`src/rtl/char_disp_pkg.sv`:
```
// Shared types and helpers for the character-line display path.
// Holds ROM geometry, the fetch state encoding and the scanline-to-glyph-row mapping.
package char_disp_pkg;

  localparam int ROM_AW     = 9;
  localparam int GLYPH_W    = 8;
  localparam int GLYPH_ROWS = 8;

  typedef enum logic [1:0] {
    IDLE  = 2'd0,
    FETCH = 2'd1,
    DRAIN = 2'd2
  } fetch_state_e;

  // 11-bit compare so a box near the bottom of the 10-bit range cannot wrap
  function automatic logic calc_in_box(input logic [9:0] y, input logic [9:0] y_box,
                                       input int scale_log2);
    logic [10:0] y_s;
    logic [10:0] lo_s;
    logic [10:0] hi_s;
    y_s  = {1'b0, y};
    lo_s = {1'b0, y_box};
    hi_s = lo_s + (11'(GLYPH_ROWS) << scale_log2);
    return (y_s >= lo_s) && (y_s < hi_s);
  endfunction

  function automatic logic [2:0] calc_glyph_row(input logic [9:0] y, input logic [9:0] y_box,
                                                input int scale_log2);
    logic [10:0] diff_s;
    diff_s = ({1'b0, y} - {1'b0, y_box}) >> scale_log2;
    return diff_s[2:0];
  endfunction

endpackage

```
`src/rtl/char_row_buf.sv`:
```
// Double-buffered glyph row store: the fetcher fills the back bank while the
// display reads the front bank; swap copies back to front in one cycle.
module char_row_buf import char_disp_pkg::*; #(
  parameter int unsigned NUM_CHARS = 8
) (
  input  logic                           clk,
  input  logic                           rst,
  input  logic                           wr_en,
  input  logic [3:0]                     wr_idx,
  input  logic [GLYPH_W-1:0]             wr_data,
  input  logic                           swap,
  output logic [NUM_CHARS*GLYPH_W-1:0]   row_bits
);

  logic [GLYPH_W-1:0]           back_r [NUM_CHARS];
  logic [NUM_CHARS*GLYPH_W-1:0] back_flat_s;

  // flatten the back bank into front-buffer lane order
  always_comb begin
    back_flat_s = '0;
    for (int i = 0; i < int'(NUM_CHARS); i++) begin
      back_flat_s[i*GLYPH_W +: GLYPH_W] = back_r[i];
    end
  end

  // back bank write port
  always_ff @(posedge clk) begin
    if (rst) begin
      for (int i = 0; i < int'(NUM_CHARS); i++) begin
        back_r[i] <= '0;
      end
    end else if (wr_en) begin
      for (int i = 0; i < int'(NUM_CHARS); i++) begin
        if (wr_idx == 4'(i)) begin
          back_r[i] <= wr_data;
        end
      end
    end
  end

  // front bank, updated only on swap
  always_ff @(posedge clk) begin
    if (rst) begin
      row_bits <= '0;
    end else if (swap) begin
      row_bits <= back_flat_s;
    end
  end

endmodule

```
`src/rtl/char_row_fetch_sched.sv`:
```
// Per-scanline font ROM fetch scheduler for one text line of NUM_CHARS boxes.
// Optional macro CHAR_FETCH_OVERRUN_CNT_EN adds overrun_cnt and overrun_clr.
module char_row_fetch_sched import char_disp_pkg::*; #(
  parameter int unsigned NUM_CHARS  = 8,
  parameter logic [9:0]  Y_BOX      = 10'd32,
  parameter int          SCALE_LOG2 = 2
) (
  input  logic                          clk,
  input  logic                          rst,
  input  logic                          line_start,
  input  logic [9:0]                    line_y,
  input  logic                          slot_wr_en,
  input  logic [3:0]                    slot_wr_idx,
  input  logic [ROM_AW-1:0]             slot_wr_base,
  input  logic                          rom_gnt,
  output logic                          rom_en,
  output logic [ROM_AW-1:0]             rom_addr,
  input  logic [GLYPH_W-1:0]            rom_data,
  output logic [NUM_CHARS*GLYPH_W-1:0]  row_bits,
  output logic                          line_active,
  output logic                          fetch_busy,
`ifdef CHAR_FETCH_OVERRUN_CNT_EN
  input  logic                          overrun_clr,
  output logic [7:0]                    overrun_cnt,
`endif
  output logic                          overrun
);

  fetch_state_e state_r;
  logic [5:0]   slot_base_r [NUM_CHARS];
  logic [3:0]   slot_cnt_r;
  logic [2:0]   row_r;
  logic         back_valid_r;
  logic         cap_vld_r;
  logic [3:0]   cap_idx_r;

  logic         accept_s;
  logic         abort_s;
  logic         start_s;
  logic         in_box_s;
  logic [2:0]   new_row_s;
  logic [3:0]   tgt_idx_s;
  logic [5:0]   tgt_base_s;
  logic         unused_s;

  assign unused_s = ^slot_wr_base[2:0];

  // slot table; writes to indices beyond NUM_CHARS are dropped
  always_ff @(posedge clk) begin
    if (rst) begin
      for (int i = 0; i < int'(NUM_CHARS); i++) begin
        slot_base_r[i] <= 6'd0;
      end
    end else if (slot_wr_en) begin
      for (int i = 0; i < int'(NUM_CHARS); i++) begin
        if (slot_wr_idx == 4'(i)) begin
          slot_base_r[i] <= slot_wr_base[8:3];
        end
      end
    end
  end

  // next address selection; a same-cycle slot write is forwarded so it shows up next cycle
  always_comb begin
    accept_s   = rom_en && rom_gnt;
    abort_s    = line_start && (state_r != IDLE);
    in_box_s   = calc_in_box(line_y, Y_BOX, SCALE_LOG2);
    new_row_s  = calc_glyph_row(line_y, Y_BOX, SCALE_LOG2);
    start_s    = line_start && in_box_s;
    tgt_idx_s  = start_s ? 4'd0 : (accept_s ? slot_cnt_r + 4'd1 : slot_cnt_r);
    tgt_base_s = 6'd0;
    for (int i = 0; i < int'(NUM_CHARS); i++) begin
      tgt_base_s = (tgt_idx_s == 4'(i)) ? slot_base_r[i] : tgt_base_s;
    end
    if (slot_wr_en && (slot_wr_idx == tgt_idx_s)) begin
      tgt_base_s = slot_wr_base[8:3];
    end else begin
      tgt_base_s = tgt_base_s;
    end
  end

  // fetch sequencer with registered ROM request, busy and line status
  always_ff @(posedge clk) begin
    if (rst) begin
      state_r      <= IDLE;
      slot_cnt_r   <= 4'd0;
      row_r        <= 3'd0;
      back_valid_r <= 1'b0;
      cap_vld_r    <= 1'b0;
      cap_idx_r    <= 4'd0;
      rom_en       <= 1'b0;
      rom_addr     <= '0;
      line_active  <= 1'b0;
      fetch_busy   <= 1'b0;
    end else begin
      cap_vld_r <= accept_s && !line_start;
      cap_idx_r <= slot_cnt_r;
      if (line_start) begin
        line_active  <= abort_s ? 1'b0 : back_valid_r;
        back_valid_r <= in_box_s;
        slot_cnt_r   <= 4'd0;
        if (in_box_s) begin
          state_r    <= FETCH;
          fetch_busy <= 1'b1;
          rom_en     <= 1'b1;
          rom_addr   <= {tgt_base_s, new_row_s};
          row_r      <= new_row_s;
        end else begin
          state_r    <= IDLE;
          fetch_busy <= 1'b0;
          rom_en     <= 1'b0;
        end
      end else begin
        case (state_r)
          IDLE: begin
            state_r <= IDLE;
          end
          FETCH: begin
            rom_addr <= {tgt_base_s, row_r};
            if (accept_s) begin
              if (slot_cnt_r == 4'(NUM_CHARS - 1)) begin
                state_r <= DRAIN;
                rom_en  <= 1'b0;
              end else begin
                slot_cnt_r <= slot_cnt_r + 4'd1;
              end
            end
          end
          DRAIN: begin
            state_r    <= IDLE;
            fetch_busy <= 1'b0;
          end
          default: begin
            state_r    <= IDLE;
            rom_en     <= 1'b0;
            fetch_busy <= 1'b0;
          end
        endcase
      end
    end
  end

`ifdef CHAR_FETCH_OVERRUN_CNT_EN
  // sticky overrun flag plus saturating event count; clear beats a new event
  always_ff @(posedge clk) begin
    if (rst) begin
      overrun     <= 1'b0;
      overrun_cnt <= 8'd0;
    end else if (overrun_clr) begin
      overrun     <= 1'b0;
      overrun_cnt <= 8'd0;
    end else if (abort_s) begin
      overrun <= 1'b1;
      if (overrun_cnt != 8'hFF) begin
        overrun_cnt <= overrun_cnt + 8'd1;
      end
    end
  end
`else
  // sticky overrun flag, cleared only by reset
  always_ff @(posedge clk) begin
    if (rst) begin
      overrun <= 1'b0;
    end else if (abort_s) begin
      overrun <= 1'b1;
    end
  end
`endif

  char_row_buf #(.NUM_CHARS(NUM_CHARS)) u_buf (
    .clk      (clk),
    .rst      (rst),
    .wr_en    (cap_vld_r && !abort_s),
    .wr_idx   (cap_idx_r),
    .wr_data  (rom_data),
    .swap     (line_start && (state_r == IDLE)),
    .row_bits (row_bits)
  );

endmodule

```
`config.mk`:
```
export PLATFORM = sky130hd
export DESIGN_NAME = char_row_fetch_sched
export DESIGN_NICKNAME = d
export VERILOG_FILES = /design/src/rtl/char_disp_pkg.sv /design/src/rtl/char_row_buf.sv /design/src/rtl/char_row_fetch_sched.sv
export SDC_FILE = /design/constraint.sdc
export NUM_CORES = 1
export LEC_CHECK = 0
export BUFFER_PORTS_ARGS = -buffer_cell sky130_fd_sc_hd__buf_2
export CAP_MARGIN = 5
export CORE_MARGIN = 2
export CORE_UTILIZATION = 53
export DETAILED_ROUTE_END_ITERATION = 8
export GPL_ROUTABILITY_DRIVEN = 0
export PLACE_DENSITY_LB_ADDON = 0.15
export SETUP_SLACK_MARGIN = 0.1
export SKIP_CTS_REPAIR_TIMING = 1
export SYNTH_ARGS = -nofsm -noshare
export SYNTH_HDL_FRONTEND = slang
export SYNTH_SLANG_ARGS = --single-unit
```
`constraint.sdc`:
```
create_clock -name clk -period 3.25 [get_ports clk]
set_input_delay 0.65 -clock clk [delete_from_list [all_inputs] [get_ports clk]]
set_output_delay 0.65 -clock clk [all_outputs]
set_load 0.05 [all_outputs]
```
* Yosys cells after proc, flatten, opt, wreduce, memory -nomap -nowiden
Memory sizes are Yosys's and may differ from the RTL's. A register that Yosys moved wholly into a read port is not among the register bits. Cells that the tools add are included.
Cells by class: $lt $le $gt $ge 2, multiplexer cells 109, equality and inequality tests 30, reductions and logical operators 24, multipliers 0, shifts and indexed selects 0, add/sub/neg operators 2, divide/modulo/power cells 0, bitwise logic cells 17
Operator list (count):
- 6-bit two-way mux | 17
- 1-bit two-way mux | 74
- 8-bit two-way mux | 8
- 4-bit by 3-bit equality test with 1-bit output, second input constant | 13
- 9-bit two-way mux | 3
- 4-bit by 2-bit equality test with 1-bit output, second input constant | 6
- 1-bit OR | 16
- 4-bit by 1-bit equality test with 1-bit output, second input constant | 3
- 4-bit logical NOT | 3
- 10-bit by 6-bit >= comparator with 1-bit output, second input constant | 1
- 10-bit by 7-bit < comparator with 1-bit output, second input constant | 1
- 1-bit logical AND | 8
- 2-bit two-way mux | 4
- 4-bit two-way mux | 2
- 2-bit by 1-bit != test with 1-bit output, second input constant | 3
- 3-bit != test, second input constant | 2
- 2-bit AND reduction | 3
- 3-bit AND reduction | 2
- 2-bit OR reduction | 3
- 5-bit by 1-bit subtractor with 5-bit output, second input constant | 1
- 4-bit by 1-bit adder with 4-bit output, second input constant | 1
- 4-bit equality test | 1
- 2-bit nonzero test | 2
- 2-bit by 1-bit equality test with 1-bit output, second input constant | 1
- other kinds (5) | 6
Word-level totals: latch bits 0, ROM bits 0, input port bits 36, bits in registers 28, bits in writable memories 112, output and inout port bits 77, word-level logic and storage cells 197, memories 2
Memory list:
- u_buf.back_r | words 8, bits a word 8, rd ports 8, clocked after memory_dff 8, wr ports 8, line char_row_buf.sv:15 | logic [GLYPH_W-1:0] back_r [NUM_CHARS];
- slot_base_r | words 8, bits a word 6, rd ports 8, clocked after memory_dff 0, wr ports 8, line char_row_fetch_sched.sv:30 | logic [5:0] slot_base_r [NUM_CHARS];

* Logic depth before layout (Yosys ltp)
word-level depth 16, gate-level depth with buffers 11, depth with buffers taken out 8

* Cells and area by module
A second synthesis with hierarchy kept.
Second synthesis, totals: cell total of the unflattened synthesis 753, area, all modules 8709.6 um2
Modules (own cells, without submodules):
- char_row_buf | cells each 366, seq. area each 3203.1 um2, area an instance 4799.6 um2, times used 1
- char_row_fetch_sched | cells each 387, seq. area each 2001.9 um2, area an instance 3910.0 um2, times used 1

* Worst setup path after synthesis
Ideal clock, no wire load.
path type register to register, start reg rom_en, end reg rom_addr[3], slack 0.757 ns, library setup time 0.133 ns, data arrival time 2.360 ns, path buffers 3, required time 3.117 ns, stages on the path, launching flop included 11, period minus slack after synthesis 2.493 ns, path through dfxtp_1 -> buf_4 -> and3_1 -> buf_6 -> xor2_4 -> buf_4 -> nand4_1 -> a32o_1 -> a221o_2 -> nand4_1 -> a31oi_1
Between the ends: cells in the longest elaborated chain, start to end 15, elaborated cells on any way between the ends 25, those cells by class eq/ne: 8; mux: 14; reduce/logical: 3
RTL lines:
- start: declaration | line char_row_fetch_sched.sv:16 | output logic rom_en,
- start signal: assignment | line char_row_fetch_sched.sv:91 | rom_en <= 1'b0;
- start signal: assignment | line char_row_fetch_sched.sv:105 | rom_en <= 1'b1;
- start signal: assignment | line char_row_fetch_sched.sv:111 | rom_en <= 1'b0;
- 1-bit logical AND (*) | line char_row_fetch_sched.sv:65 | accept_s = rom_en && rom_gnt;
- 4-bit two-way mux (*) (2 in a row) | line char_row_fetch_sched.sv:70 | tgt_idx_s = start_s ? 4'd0 : (accept_s ? slot_cnt_r + 4'd1 : slot_cnt_r);
- 4-bit logical NOT | line char_row_fetch_sched.sv:73 | tgt_base_s = (tgt_idx_s == 4'(i)) ? slot_base_r[i] : tgt_base_s;
- 6-bit two-way mux (8 in a row) | line char_row_fetch_sched.sv:73
- 6-bit two-way mux (*) | line char_row_fetch_sched.sv:75 | if (slot_wr_en && (slot_wr_idx == tgt_idx_s)) begin
- 9-bit two-way mux (on tied branches) | line char_row_fetch_sched.sv:114, char_row_fetch_sched.sv:102
- 9-bit two-way mux (*) | line char_row_fetch_sched.sv:98 | if (line_start) begin
- end signal: assignment | line char_row_fetch_sched.sv:106 | rom_addr <= {tgt_base_s, new_row_s};
- end signal: assignment | line char_row_fetch_sched.sv:119 | rom_addr <= {tgt_base_s, row_r};
- end: declaration | line char_row_fetch_sched.sv:17 | output logic [ROM_AW-1:0] rom_addr,
Mark *: on every way between the ends. The rest lies on a longest branch, timed or not. The select of a mux whose other input is x is not followed. A chain may end at the register's enable or synchronous reset.

* Worst setup path in the final report
Same ends and word-level chain as after synthesis.

==> out/metrics.cfg <==
[sta]
min_period_ns = 2.63
whs_ns = 0.410
max_clock_freq_mhz = 381
worst_slew_pin_slew_ns = 1.17
fin_setup_tns_ns = 0
fin_crit_sh_pct = 80.8
hold_violations = 0
slew_violations = 0
finalSetupViolations = 0
rsz0062_at_grt = no
fin_skew_ns = 0.0164
relSlewSlack_pct = 21.8

[yosys]
synth_seq_area_share_pct = 62.0
synthesis.nets = 864
synth_ff_type = edfxtp_1
synth_commonest_cells = nand2_1 (196), edfxtp_1 (112), nor2_1 (101), dfxtp_1 (92), a21oi_1 (82)
yosysWarningCount = 0
synth.area.top_cells = edfxtp_1 (40%), dfxtp_1 (22%), nand2_1 (8.8%)
synth-seq-cells = 204
synth_edf_count = 112
syn_inst = 827
yosysTopAreaCellShare_pct = 40.0
yosysMostFrequentCell = nand2_1
yosysTopAreaCell = edfxtp_1
ys_types = 73
avgSynthCellArea_um2 = 10.2
async_reset_ff_share_pct = 0
netlist_area_mm2 = 0.00840

[die]
num_io_pins = 113
rows = 46
core_mm2 = 0.0157
dieHeight_um = 130
initial_core_util_pct = 53.5
die-area_mm2 = 0.0169
die_x_um = 130

[clocking]
cts_buffer_depth = 3
cts_htree_levels = 1
cts_made_buffers = 21
cts_tree = done
insertion_delay_ns = 0.51
cts.sinks = 204
clk_pin_slew_ns = 0.06
cts_root_buf = clkbuf_16

[cells_and_area]
drive_above_1_share_pct = 18.2
fillers = 1292
multi_input_area_mm2 = 0.00289
n_antenna_cell = 0
fin_nets = 957
synthToLayoutAreaGrowth_pct = 15.6
seq_area_mm2 = 0.00520

[placed_design]
portBuffers = 107
hpwl_mm = 13.5

[pwr]
p_sw_mw = 1.35
switching_share_pct = 24.2
p_seq_share_pct = 51.9
p_int_mw = 4.23
leakage_nw = 3.82
powerDensity_mw_per_mm2 = 574
combPwrFrac_pct = 7.6
ir_drop_uv = 404
p_clk_share_pct = 40.5

[setup_path]
reg2reg_to = rom_addr[3]
cp_slowest_cell = dfxtp_1
critical_path_class = reg -> reg
worstPathRequired_ns = 3.60
cp.arrival_ns = 2.98
cp_max_fo = 11
crit_family = compound AO/OA/AOI/OAI gates
crit_path_start_kind = register
worst_r2r_path_depth = 7
crit_buf_inv = 0
crit-reg2reg-launch = rom_en
cp_cell_sequence = and2_1 > o22ai_2 > a221o_1 > a32o_1 > a221o_2 > nand4_1 > a31oi_1
crit_path_end_kind = register
ff2ff_setup_slack_ns = 0.62
slowest_delay_ns = 0.52

[run]
drv_cap = 0

[grt]
gr-usage-all-layers_pct = 23.0
grt_pass1_wl_mm = 30.3
antenna_found_initial = 0
grt_max_degree = 93
gr-total-overflow = 0
grt_pass1_vias = 6073

[drt]
ant_nets = 0
avgViaCountPerCell = 5.61
drc = 0
first_pass_iters = 7
vias = 6448
drt_iter0_drc = 567
routedWlPerCell_um = 16.9
wirelength_mm = 19.5

[min_path]
hp-start = line_y[4]
hp-class = in -> reg
hold_depth = 3
min_to = row_r[2]

[outcome]
status = finished clean

power groups by stage:
stage	sequential, mW	clock [mW]	combinational (mW)
6_report	2.89	2.26	0.424
5_1_grt	2.90	2.37	0.458
4_1_cts	2.89	2.28	0.426
3_5_place_dp	2.94	0	0.425
3_3_place_gp	2.94	0	0.415
2_1_floorplan	3.07	0	0.160
metrics by stage:
step,area (um^2),setup slack [ns],std cells,power (mW),util [%]
2_1_floorplan,8400,0.757,827,3.23,-
3_3_place_gp,9060,0.305,1113,3.36,57.7
3_5_place_dp,9060,0.265,1113,3.37,57.7
4_1_cts,9710,0.657,1150,5.59,61.8
5_1_grt,9710,0.455,1150,5.73,61.8
6_report,9710,0.625,1150,5.57,61.8
sequential cells by signal, summed over array words and instances, names as in the netlist:
name,flops
rom_en,1
state_r,2
u_buf.back_r,64
fetch_busy,1
row_bits,64
slot_cnt_r,4
row_r,3
line_active,1
cap_vld_r,1
cap_idx_r,4
slot_base_r,48
back_valid_r,1
rom_addr,9
overrun,1
logic make-up (layout without fill, tap and decap cells):
logic type / after synthesis / count (layout) / synth area share, %
muxes: 9 / 9 / 1.24
xor gates and xnor gates: 7 / 7 / 1.21
buffers and inverters: 68 / 175 / 3.63
DFF: 204 / 204 / 62.0
AOI/OAI and AO/OA: 161 / 161 / 12.2
adders and majority gates: 1 / 1 / 0.149
and+or+nand+nor: 377 / 377 / 19.6
per-layer routing:
metal / share of wire (%) / GRT usage [%]
met3: 7.9 / 3.90
met4: 2.7 / 7.97
met2: 47 / 37.8
met5: 0 / 0
met1: 43 / 31.1
worst reg2reg max path, cell delays in order, from the launching register on:
cell     delay, ns
dfxtp_1       0.52
and2_1        0.48
o22ai_2       0.26
a221o_1       0.40
a32o_1        0.27
a221o_2       0.30
nand4_1       0.14
a31oi_1       0.10
worst max path at each step:
stage | slack [ns] | startpoint | cells after the start | end
after floorplan | 0.76 | rom_en | 10 | rom_addr[3]
after CTS | 0.66 | slot_cnt_r[0] | 8 | rom_addr[3]
after global routing | 0.46 | slot_cnt_r[1] | 8 | rom_addr[6]
after global placement | 0.30 | line_y[9] | 8 | rom_addr[8]
final | 0.62 | rom_en | 7 | rom_addr[3]
after detailed placement | 0.26 | line_y[9] | 8 | rom_addr[8]
area by class of cell:
type | instances | area share [%]
Clock buffer | 26 | 5.71
Clock inverter | 11 | 0.890
Inverter | 19 | 0.735
Multi-Input combinational cell | 555 | 29.8
Sequential cell | 204 | 53.6
Tap cell | 216 | 2.78
Timing Repair Buffer | 119 | 6.45
layout by cell type (no fill, tap or decap), types with 3 or more instances in the layout:
cell,count
o211ai_1,5
buf_4,12
clkinv_2,3
xor2_1,3
a221oi_1,3
nor4_1,3
o31ai_1,3
nor3_1,10
inv_1,19
nor2_1,101
a211o_1,3
clkbuf_1,4
nor2b_1,7
nand4_1,6
dfxtp_1,92
o21ai_0,21
a32o_1,3
and3b_1,3
o22ai_1,3
nand3_1,18
a31oi_1,9
nand3b_1,4
a21oi_1,82
edfxtp_1,112
and3_1,3
clkinv_1,3
clkbuf_16,21
nand2b_1,7
nor3b_1,4
buf_2,107
mux2i_1,7
a211oi_1,3
a221o_1,3
nand2_1,195
Power figures use the tool's default switching activity.
